[src/rtl/fetch_pkg.sv]
// rtl/fetch_pkg.sv - shared entry type and constants for the fetch stage
package fetch_pkg;

    typedef struct packed {
        logic [31:0] pc;
        logic [31:0] inst;
        logic        misalign;
    } fetch_entry_t;

    localparam logic [31:0] NOP_INST         = 32'h0000_0013;
    localparam logic [31:0] DEFAULT_RESET_PC = 32'h0000_0000;

endpackage

[src/rtl/fetch_fifo.sv]
// rtl/fetch_fifo.sv - synchronous FIFO of fetch entries with flush
module fetch_fifo
    import fetch_pkg::*;
#(
    parameter int DEPTH = 4
) (
    input  logic                       clk,
    input  logic                       rst_n,
    input  logic                       flush_i,
    input  logic                       push_i,
    input  fetch_entry_t               push_data_i,
    input  logic                       pop_i,
    output fetch_entry_t               head_o,
    output logic [$clog2(DEPTH+1)-1:0] count_o,
    output logic                       full_o,
    output logic                       empty_o
);
    localparam int PW = $clog2(DEPTH);
    localparam int CW = $clog2(DEPTH + 1);

    fetch_entry_t  mem_q [DEPTH];
    logic [PW-1:0] rd_q, wr_q;
    logic [CW-1:0] count_q;
    logic          do_push, do_pop;

    assign empty_o = (count_q == '0);
    assign full_o  = (count_q == CW'(DEPTH));
    assign count_o = count_q;
    assign head_o  = mem_q[rd_q];
    assign do_pop  = pop_i && !empty_o && !flush_i;
    assign do_push = push_i && !full_o && !flush_i;

    always_ff @(posedge clk or negedge rst_n) begin
        if (!rst_n) begin
            rd_q    <= '0;
            wr_q    <= '0;
            count_q <= '0;
        end else if (flush_i) begin
            rd_q    <= '0;
            wr_q    <= '0;
            count_q <= '0;
        end else begin
            if (do_push) wr_q <= wr_q + 1'b1;
            if (do_pop)  rd_q <= rd_q + 1'b1;
            count_q <= count_q + CW'(do_push) - CW'(do_pop);
        end
    end

    always_ff @(posedge clk) begin
        if (do_push) mem_q[wr_q] <= push_data_i;
    end

endmodule

[src/rtl/fetch_unit.sv]
// rtl/fetch_unit.sv - PC owner and instruction queue feeding X; FETCH_MISALIGN_EN adds misaligned-target markers
module fetch_unit
    import fetch_pkg::*;
#(
    parameter int          DEPTH    = 4,
    parameter int          MAX_OUT  = 2,
    parameter logic [31:0] RESET_PC = DEFAULT_RESET_PC
) (
    input  logic        clk,
    input  logic        rst,
    input  logic        redir_valid,
    input  logic [31:0] redir_pc,
    output logic        imem_req_valid,
    input  logic        imem_req_ready,
    output logic [31:0] imem_req_addr,
    input  logic        imem_resp_valid,
    input  logic [31:0] imem_resp_data,
    output logic        out_valid,
    input  logic        out_ready,
    output logic [31:0] out_pc,
    output logic [31:0] out_inst,
    output logic        out_misalign
);
    localparam int OW   = $clog2(MAX_OUT + 1);
    localparam int CW   = $clog2(DEPTH + 1);
    localparam int SUMW = CW + 1;
    localparam int SW   = (MAX_OUT > 1) ? $clog2(MAX_OUT) : 1;

    logic [31:0]     pc_q, pc_d;
    logic [OW-1:0]   outst_q, outst_d, drop_q, drop_d, outst_eff;
    logic [SW-1:0]   sh_rd_q, sh_rd_d, sh_wr_q, sh_wr_d;
    logic [31:0]     shadow_q [MAX_OUT];
    logic [SUMW-1:0] credit_used;

    fetch_entry_t    q_head, q_push_data;
    logic [CW-1:0]   q_count;
    logic            q_push, q_full, q_empty;
    logic            accept, resp_drop, resp_keep, stall, marker_push;
    logic [31:0]     target;

`ifdef FETCH_MISALIGN_EN
    logic halted_q, halted_d, marker_q, marker_d;
    assign target      = redir_pc;
    assign stall       = halted_q;
    assign marker_push = marker_q && (outst_q == '0) && !redir_valid;
`else
    assign target      = redir_pc & 32'hFFFF_FFFC;
    assign stall       = 1'b0;
    assign marker_push = 1'b0;
`endif

    function automatic logic [SW-1:0] sh_next(input logic [SW-1:0] p);
        return (p == SW'(MAX_OUT - 1)) ? '0 : p + 1'b1;
    endfunction

    // A response arriving this cycle frees its slot at once, so latency <= MAX_OUT sustains full rate.
    assign outst_eff      = outst_q - OW'(imem_resp_valid);
    assign credit_used    = SUMW'(outst_q - drop_q) + SUMW'(q_count);
    assign imem_req_valid = rst && !redir_valid && !stall && (outst_eff < OW'(MAX_OUT))
                            && (credit_used < SUMW'(DEPTH));
    assign imem_req_addr  = pc_q;
    assign accept         = imem_req_valid && imem_req_ready;
    assign resp_drop      = imem_resp_valid && (drop_q != '0);
    assign resp_keep      = imem_resp_valid && (drop_q == '0) && !redir_valid;
    assign q_push         = resp_keep || marker_push;
    assign q_push_data    = marker_push ? '{pc: pc_q, inst: NOP_INST, misalign: 1'b1}
                                        : '{pc: shadow_q[sh_rd_q], inst: imem_resp_data, misalign: 1'b0};

    always_comb begin
        outst_d = outst_q + OW'(accept) - OW'(imem_resp_valid);
        drop_d  = redir_valid ? outst_d : drop_q - OW'(resp_drop);
        pc_d    = redir_valid ? target : (accept ? pc_q + 32'd4 : pc_q);
        sh_wr_d = accept ? sh_next(sh_wr_q) : sh_wr_q;
        sh_rd_d = imem_resp_valid ? sh_next(sh_rd_q) : sh_rd_q;
    end

    always_ff @(posedge clk or negedge rst) begin
        if (!rst) begin
            pc_q    <= RESET_PC;
            outst_q <= '0;
            drop_q  <= '0;
            sh_rd_q <= '0;
            sh_wr_q <= '0;
        end else begin
            pc_q    <= pc_d;
            outst_q <= outst_d;
            drop_q  <= drop_d;
            sh_rd_q <= sh_rd_d;
            sh_wr_q <= sh_wr_d;
        end
    end

    always_ff @(posedge clk) begin
        if (accept) shadow_q[sh_wr_q] <= pc_q;
    end

`ifdef FETCH_MISALIGN_EN
    // A misaligned target parks fetch and emits one marker once old responses drain.
    always_comb begin
        halted_d = halted_q;
        marker_d = marker_q && !marker_push;
        if (redir_valid) begin
            halted_d = (target[1:0] != 2'b00);
            marker_d = (target[1:0] != 2'b00);
        end
    end

    always_ff @(posedge clk or negedge rst) begin
        if (!rst) begin
            halted_q <= 1'b0;
            marker_q <= 1'b0;
        end else begin
            halted_q <= halted_d;
            marker_q <= marker_d;
        end
    end
`endif

    fetch_fifo #(.DEPTH(DEPTH)) u_queue (
        .clk        (clk),
        .rst_n      (rst),
        .flush_i    (redir_valid),
        .push_i     (q_push),
        .push_data_i(q_push_data),
        .pop_i      (out_ready),
        .head_o     (q_head),
        .count_o    (q_count),
        .full_o     (q_full),
        .empty_o    (q_empty)
    );

    queue_overflow_a: assert property (@(posedge clk) disable iff (!rst) !(q_push && q_full));

    assign out_valid    = !q_empty;
    assign out_pc       = q_empty ? '0 : q_head.pc;
    assign out_inst     = q_empty ? '0 : q_head.inst;
    assign out_misalign = !q_empty && q_head.misalign;

endmodule
[config.mk]
export PLATFORM = sky130hd
export DESIGN_NAME = fetch_unit
export DESIGN_NICKNAME = d
export VERILOG_FILES = /design/src/rtl/fetch_pkg.sv /design/src/rtl/fetch_fifo.sv /design/src/rtl/fetch_unit.sv
export SDC_FILE = /design/constraint.sdc
export NUM_CORES = 1
export LEC_CHECK = 0
export BUFFER_PORTS_ARGS = -buffer_cell sky130_fd_sc_hd__buf_2
export CAP_MARGIN = 20
export CORE_MARGIN = 4
export CORE_UTILIZATION = 50
export DETAILED_ROUTE_END_ITERATION = 16
export HOLD_SLACK_MARGIN = 0.02
export PLACE_DENSITY = 0.77
export RECOVER_POWER = 50
export SKIP_LAST_GASP = 1
export SYNTH_ARGS = -nofsm -noshare
export SYNTH_HDL_FRONTEND = slang
export SYNTH_SLANG_ARGS = --single-unit
[constraint.sdc]
create_clock -name clk -period 4.8 [get_ports clk]
set_clock_uncertainty 0.05 [all_clocks]
set_input_delay 0.24 -clock clk [delete_from_list [all_inputs] [get_ports clk]]
set_output_delay 0.24 -clock clk [all_outputs]
set_load 0.05 [all_outputs]
# Word-level counts from Yosys, hierarchy flattened

Memories as Yosys holds them, arrays and structs flattened.
Cells that the tools add are included.

Add/sub/neg operators: 13
Order comparisons: 2
Muxes and demuxes: 16
Reduce and logical (&&, ||, !) cells: 21
Equality and inequality tests: 1

Operators with widths:

| kind                      | number |
|---|---|
| $mux 32                   | 4 |
| $add 32x3->32 const B     | 1 |
| $logic_and 1x1->1         | 11 |
| $mux 2                    | 5 |
| $reduce_bool 2->1         | 4 |
| $mux 1                    | 6 |
| $sub 2x1->2               | 3 |
| $add 2x1->2 const B       | 2 |
| $add 4x3->4               | 1 |
| $lt 4x3->1 const B        | 1 |
| $add 3x1->3               | 1 |
| $eq 3x3->1 const B        | 1 |
| $logic_not 1->1           | 3 |
| $logic_not 3->1           | 1 |
| $mux 3                    | 1 |
| $sub 2x2->3               | 1 |
| $sub 3x1->3               | 1 |
| $add 1x1->1 const B       | 2 |
| $add 2x1->2               | 1 |
| $logic_not 2->1           | 1 |
| $lt 2x2->1 const B        | 1 |
| $logic_and 1x1->1 const B | 1 |

Register bits after elaboration: 45
Word-level logic and storage cells: 63
Input port bits: 70
Output and inout port bits: 99
Memories kept: 2
RAM bits: 320

Memories:

| name          | words | width | read ports | clocked after memory_dff | write ports | RTL line         | RTL |
|---|---|---|---|---|---|---|---|
| u_queue.mem_q | 4     | 64    | 1          | 0                        | 1           | fetch_fifo.sv:21 | `fetch_entry_t mem_q [DEPTH];` |
| shadow_q      | 2     | 32    | 1          | 0                        | 1           | fetch_unit.sv:32 | `logic [31:0] shadow_q [MAX_OUT];` |

# Depth between registers and ports, before layout

Word-level depth: 8
Mapped depth: 16
Gate-level depth less buffers: 16

# Hierarchy

A second synthesis with hierarchy kept.

Cells, all modules: 810
Area total of the unflattened synthesis: 14739.1 um^2

By module, submodules not included:

| module     | instances | area each (um^2) | seq. area each (um^2) | cells each |
|---|---|---|---|---|
| fetch_fifo | 1         | 9880.7           | 7982.7                | 387 |
| fetch_unit | 1         | 4858.4           | 2702.6                | 423 |

# Worst setup path before layout

OpenSTA, ideal clock, no wires.

Path kind: reg-to-reg
Start point: register outst_q[0]
End point: memory shadow_q[0][10], enable pin
Cell stages (with the launch flop): 11
Setup slack: 0.805 ns
Setup time: 0.417 ns
Clock period less this slack: 3.995 ns
Data arrival time: 3.528 ns
Data required time: 4.333 ns
Buffers on the path: 0
Cells stage by stage: dfrtp_1 > inv_1 > ha_1 > inv_1 > fa_1 > ha_1 > a21boi_1 > nand3_1 > nor3_1 > nand2_1 > nor2_1

Word-level cells in the longest chain between the ends: 7
Elaborated cells on any way between the ends: 10
Classes of those cells: 3 x add/sub; 2 x order compare; 2 x mux; 3 x reduce/logical

Ends and longest elaborated chain:

| what                                                   | RTL line                           | RTL |
|---|---|---|
| start, declared                                        | fetch_unit.sv:30                   | `logic [OW-1:0] outst_q, outst_d, drop_q, drop_d, outst_eff;` |
| start signal, assigned                                 | fetch_unit.sv:86                   | `outst_q <= outst_d;` |
| $sub 2x2->3 / $sub 2x1->2 (equally long branches)      | fetch_unit.sv:58, fetch_unit.sv:57 |  |
| $add 4x3->4 / $lt 2x2->1 (equally long branches)       | fetch_unit.sv:58, fetch_unit.sv:59 |  |
| $lt 4x3->1 / $logic_and 1x1->1 (equally long branches) | fetch_unit.sv:60, fetch_unit.sv:59 |  |
| $logic_and 1x1->1 *                                    | fetch_unit.sv:60                   | `&& (credit_used < SUMW'(DEPTH));` |
| $logic_and 1x1->1 *                                    | fetch_unit.sv:62                   | `assign accept = imem_req_valid && imem_req_ready;` |
| $mux 1 *                                               | fetch_unit.sv:94                   | `if (accept) shadow_q[sh_wr_q] <= pc_q;` |
| $mux 1 (not written as such) *                         | fetch_unit.sv:94                   |  |
| end, declared                                          | fetch_unit.sv:32                   |  |

Mark *: on every way between the ends. The rest lies on a longest branch, timed or not.

# Worst setup path in the final report

Start point: register u_queue.count_q[2], in the netlist u_queue.count_o[2]
End point: output port out_pc[21]

Word-level cells in the longest chain between the ends: 2

Ends and longest elaborated chain:

| what                   | RTL line          | RTL |
|---|---|---|
| start, declared        | fetch_fifo.sv:23  | `logic [CW-1:0] count_q;` |
| start signal, assigned | fetch_fifo.sv:45  | `count_q <= count_q + CW'(do_push) - CW'(do_pop);` |
| $logic_not 3->1        | fetch_fifo.sv:26  | `assign empty_o = (count_q == '0);` |
| $mux 32                | fetch_unit.sv:135 | `assign out_pc = q_empty ? '0 : q_head.pc;` |
| end, declared          | fetch_unit.sv:20  | `output logic [31:0] out_pc,` |

Every way passes these cells.

==> impl_metrics.py <==
metrics = {
    "placed_design": {
        "port_buffers": 161,
        "place_area_um2": 15300,
        "dp.final_hpwl_um": 16000,
        "gp_congestion": 0.794,
    },
    "logic_synthesis": {
        "ys_seq_elements": 351,
        "yosys.cell_types.count": 43,
        "synth_edf_count": 308,
        "synth_common_cells": "edfxtp_1, and2_1, mux4_2",
        "yosys_warnings": 0,
        "yosys.area.top_type": "edfxtp_1",
        "synth.avg_cell_area_um2": 18.0,
        "synth_cells": 786,
        "synth_flop_cell": "edfxtp_1",
        "seq_area_frac_synth_pct": 72.9,
        "yosysTopAreaCellShare_pct": 65.3,
        "async_flop_share_pct": 12.3,
        "synth.most_common_cell": "edfxtp_1",
        "netlist_area_um2": 14200,
        "ys_top_cells_by_area": "edfxtp_1, mux4_2, dfrtp_1",
    },
    "drt": {
        "wire_per_inst_um": 18.8,
        "via_per_inst": 5.34,
        "drc_errors": 0,
        "first_pass_iters": 5,
        "vias": 7622,
        "ant_nets": 0,
        "drt-total-wl_um": 26800,
        "drt_iter0_drc": 553,
    },
    "power": {
        "p_leak_nw": 5.93,
        "p_comb_share_pct": 30.4,
        "intPower_mw": 6.45,
        "p_seq_share_pct": 39.6,
        "power.switching_mw": 3.28,
        "power.density_nw_per_um2": 566,
        "ir_drop_uv": 353,
        "p_sw_share_pct": 33.7,
        "p_clk_share_pct": 30.0,
    },
    "setup_path": {
        "r2r_slack_ps": 1140,
        "timing.rr.start": "outst_q[0]",
        "cp_slowest_cell": "clkbuf_1",
        "critPathCaptureType": "primary output",
        "path_cells": "or3_2 -> clkbuf_1 -> and2_1 -> buf_2",
        "cp_data_arrival_time_ps": 3650,
        "path_max_fanout": 64,
        "reg2reg_to": "drop_q[1]",
        "cp.required_ps": 4510,
        "start_kind": "flop",
        "ff2ff_path_depth": 16,
        "worst-setup-path-type": "flop to primary output",
        "slowest_delay_ps": 1790,
    },
    "sta": {
        "min_period_ps": 3940,
        "rsz0062_at_grt": "false",
        "max_freq_mhz": 254,
        "finalCritPeriodShare_pct": 82.1,
        "finalSetupTns_ps": 0,
        "tightest_slew_ps": 2530,
        "setup_viol_count_final": 0,
        "final_hold_viol_count": 0,
        "final_max_slew_viol_count": 172,
        "max-slew-margin-rel_pct": -68.6,
    },
    "die": {
        "start_util_pct": 50.9,
        "io_pins": 169,
        "die_h_um": 176,
        "core_um2": 27900,
        "fp.dieW_um": 176,
        "dieArea_um2": 31100,
        "fp-row-count": 61,
    },
    "finish": {
        "drive_gt1_share_pct": 22.8,
        "diodes": 0,
        "nets": 1105,
        "synthToLayoutAreaGrowth_pct": 21.3,
        "fin_area_um2": 17200,
    },
    "status": {
        "status": "complete, but fails checks",
        "violations": "capacitance limit, slew limit",
    },
    "grt": {
        "track_usage_pct": 17.6,
        "grt_max_degree": 65,
        "grt-ovfl-total": 0,
        "grt_pass1_wl_um": 42800,
        "antenna_found_initial": 0,
        "grt_pass1_vias": 8047,
    },
    "clock_network": {
        "htree_levels": 2,
        "clk_path_buf_depth": 3,
        "clk_pin_slew_ps": 60,
        "cts_tree": "built",
        "root_buffer": "clkbuf_16",
        "clk_latency_ps": 500,
        "cts_made_buffers": 38,
        "cts_sinks": 351,
    },
    "hold_path": {
        "min_path_cells": 4,
        "holdCritPathClass": "primary input to flop",
        "hold_start": "out_ready",
        "min_to": "u_queue.rd_q[0]",
    },
    "run": {
        "max-cap-violations": 3,
    },
}
-- metal layers --
metal | global-route usage (%) | routed length [µm] | up-vias
met1 | 23.8 | 11100 | 3801
met5 | 0 | 0 | -
met3 | 3.21 | 1660 | 36
met4 | 4.42 | 499 | 0
met2 | 29.9 | 13500 | 236
li1 | - | - | 3549
-- cell type report --
class,instances,area [µm²]
clock buffer,56,1120
tap,378,473
clock inverter,13,174
inverter,17,63.8
sequential,351,10300
multi-input combinational,378,3590
timing repair buffer,235,1430
fill,2027,10700
-- sequential cells by signal (all words and copies together), names as in the netlist --
name             flops
u_queue.mem_q      248
shadow_q            60
imem_req_addr       30
u_queue.count_o      3
drop_q               2
outst_q              2
u_queue.rd_q         2
u_queue.wr_q         2
sh_rd_q              1
sh_wr_q              1
-- cells by family (layout without fill, tap and decap cells) --
family	Yosys count	in the layout	synth area share, %
xor+xnor	17	17	1.10
buf+inv	61	321	1.97
simple gates	187	187	7.58
fa+ha+maj	14	14	1.34
mux	95	95	12.5
flops	351	351	72.9
compound gates	60	60	2.58
other cells	1	5	0.0265
-- cells in the final DEF, fill, tap and decap left out, types with 3 or more instances in the layout --
cell type      Yosys  final
dfrtp_1           43     41
clkbuf_16          0     40
inv_1             17     17
mux4_2            62     62
buf_4              5      7
mux2_1             0     30
clkinv_2           0      5
xor2_1             3      3
dlygate4sd3_1      0     64
buf_2              7     97
ha_1              12     12
bufinv_16          0      4
and4_1             4      4
o31ai_1           10     10
xnor2_1           13     13
nor2_1            28     27
conb_1             1      5
nor4_1             4      4
or3_1             13     12
and2_1            67     63
nor3_1             4      4
edfxtp_1         308    308
nand3_1           11     11
and2_4             0      3
or4_1              9      9
o21ai_0           23     23
and3_1             5      5
nand4_1            7      7
a31oi_1           23     23
clkbuf_8           0      6
nand2_1           25     25
clkbuf_1          25     77
-- worst max path at each step --
stage | startpoint | cells past startpoint | end | slack (ps)
after detailed placement | outst_q[0] | 16 | drop_q[1] | 1160
after floorplan | outst_q[0] | 10 | shadow_q[0][10] | 810
after global placement | outst_q[0] | 16 | drop_q[1] | 1220
final | u_queue.count_o[2] | 4 | out_pc[21] | 860
after global routing | u_queue.count_o[2] | 4 | out_pc[27] | 390
after CTS | outst_q[0] | 16 | drop_q[1] | 1130
-- repair_timing --
item                       4_1_cts  5_1_grt
setup endpoints to repair        0        0
gates resized for setup          0        0
hold endpoints to repair       202        0
hold buffers                    64        0
setup buffers                    0        0
-- power by group through the flow --
stage	clock (mW)	combinational (mW)	sequential, mW
floorplan	0	2.33	3.87
CTS	2.99	3.04	3.86
global route	3.12	3.18	3.90
global placement	0	2.97	3.91
detailed placement	0	3.00	3.93
finish	2.92	2.95	3.86
-- stage by stage --
step                      std cells  setup slack, ps  util (%)  power [mW]  hold slack, ps
after global routing           1428              385      61.7        10.2            96.5
after detailed placement       1295             1160      55.1        6.92             407
final                          1428              858      61.7        9.73            84.8
after floorplan                 790              805         -        6.20            -106
after CTS                      1428             1130      62.0        9.90            64.7
after global placement         1295             1220      55.1        6.88             400
-- critical path: cells and delay by family, from the launching register on --
kind                   cells  cell delay, ps
flip-flops                 1             490
AND/OR/NAND/NOR            2             550
buffers and inverters      2            2070
Power figures use the tool's default switching activity.
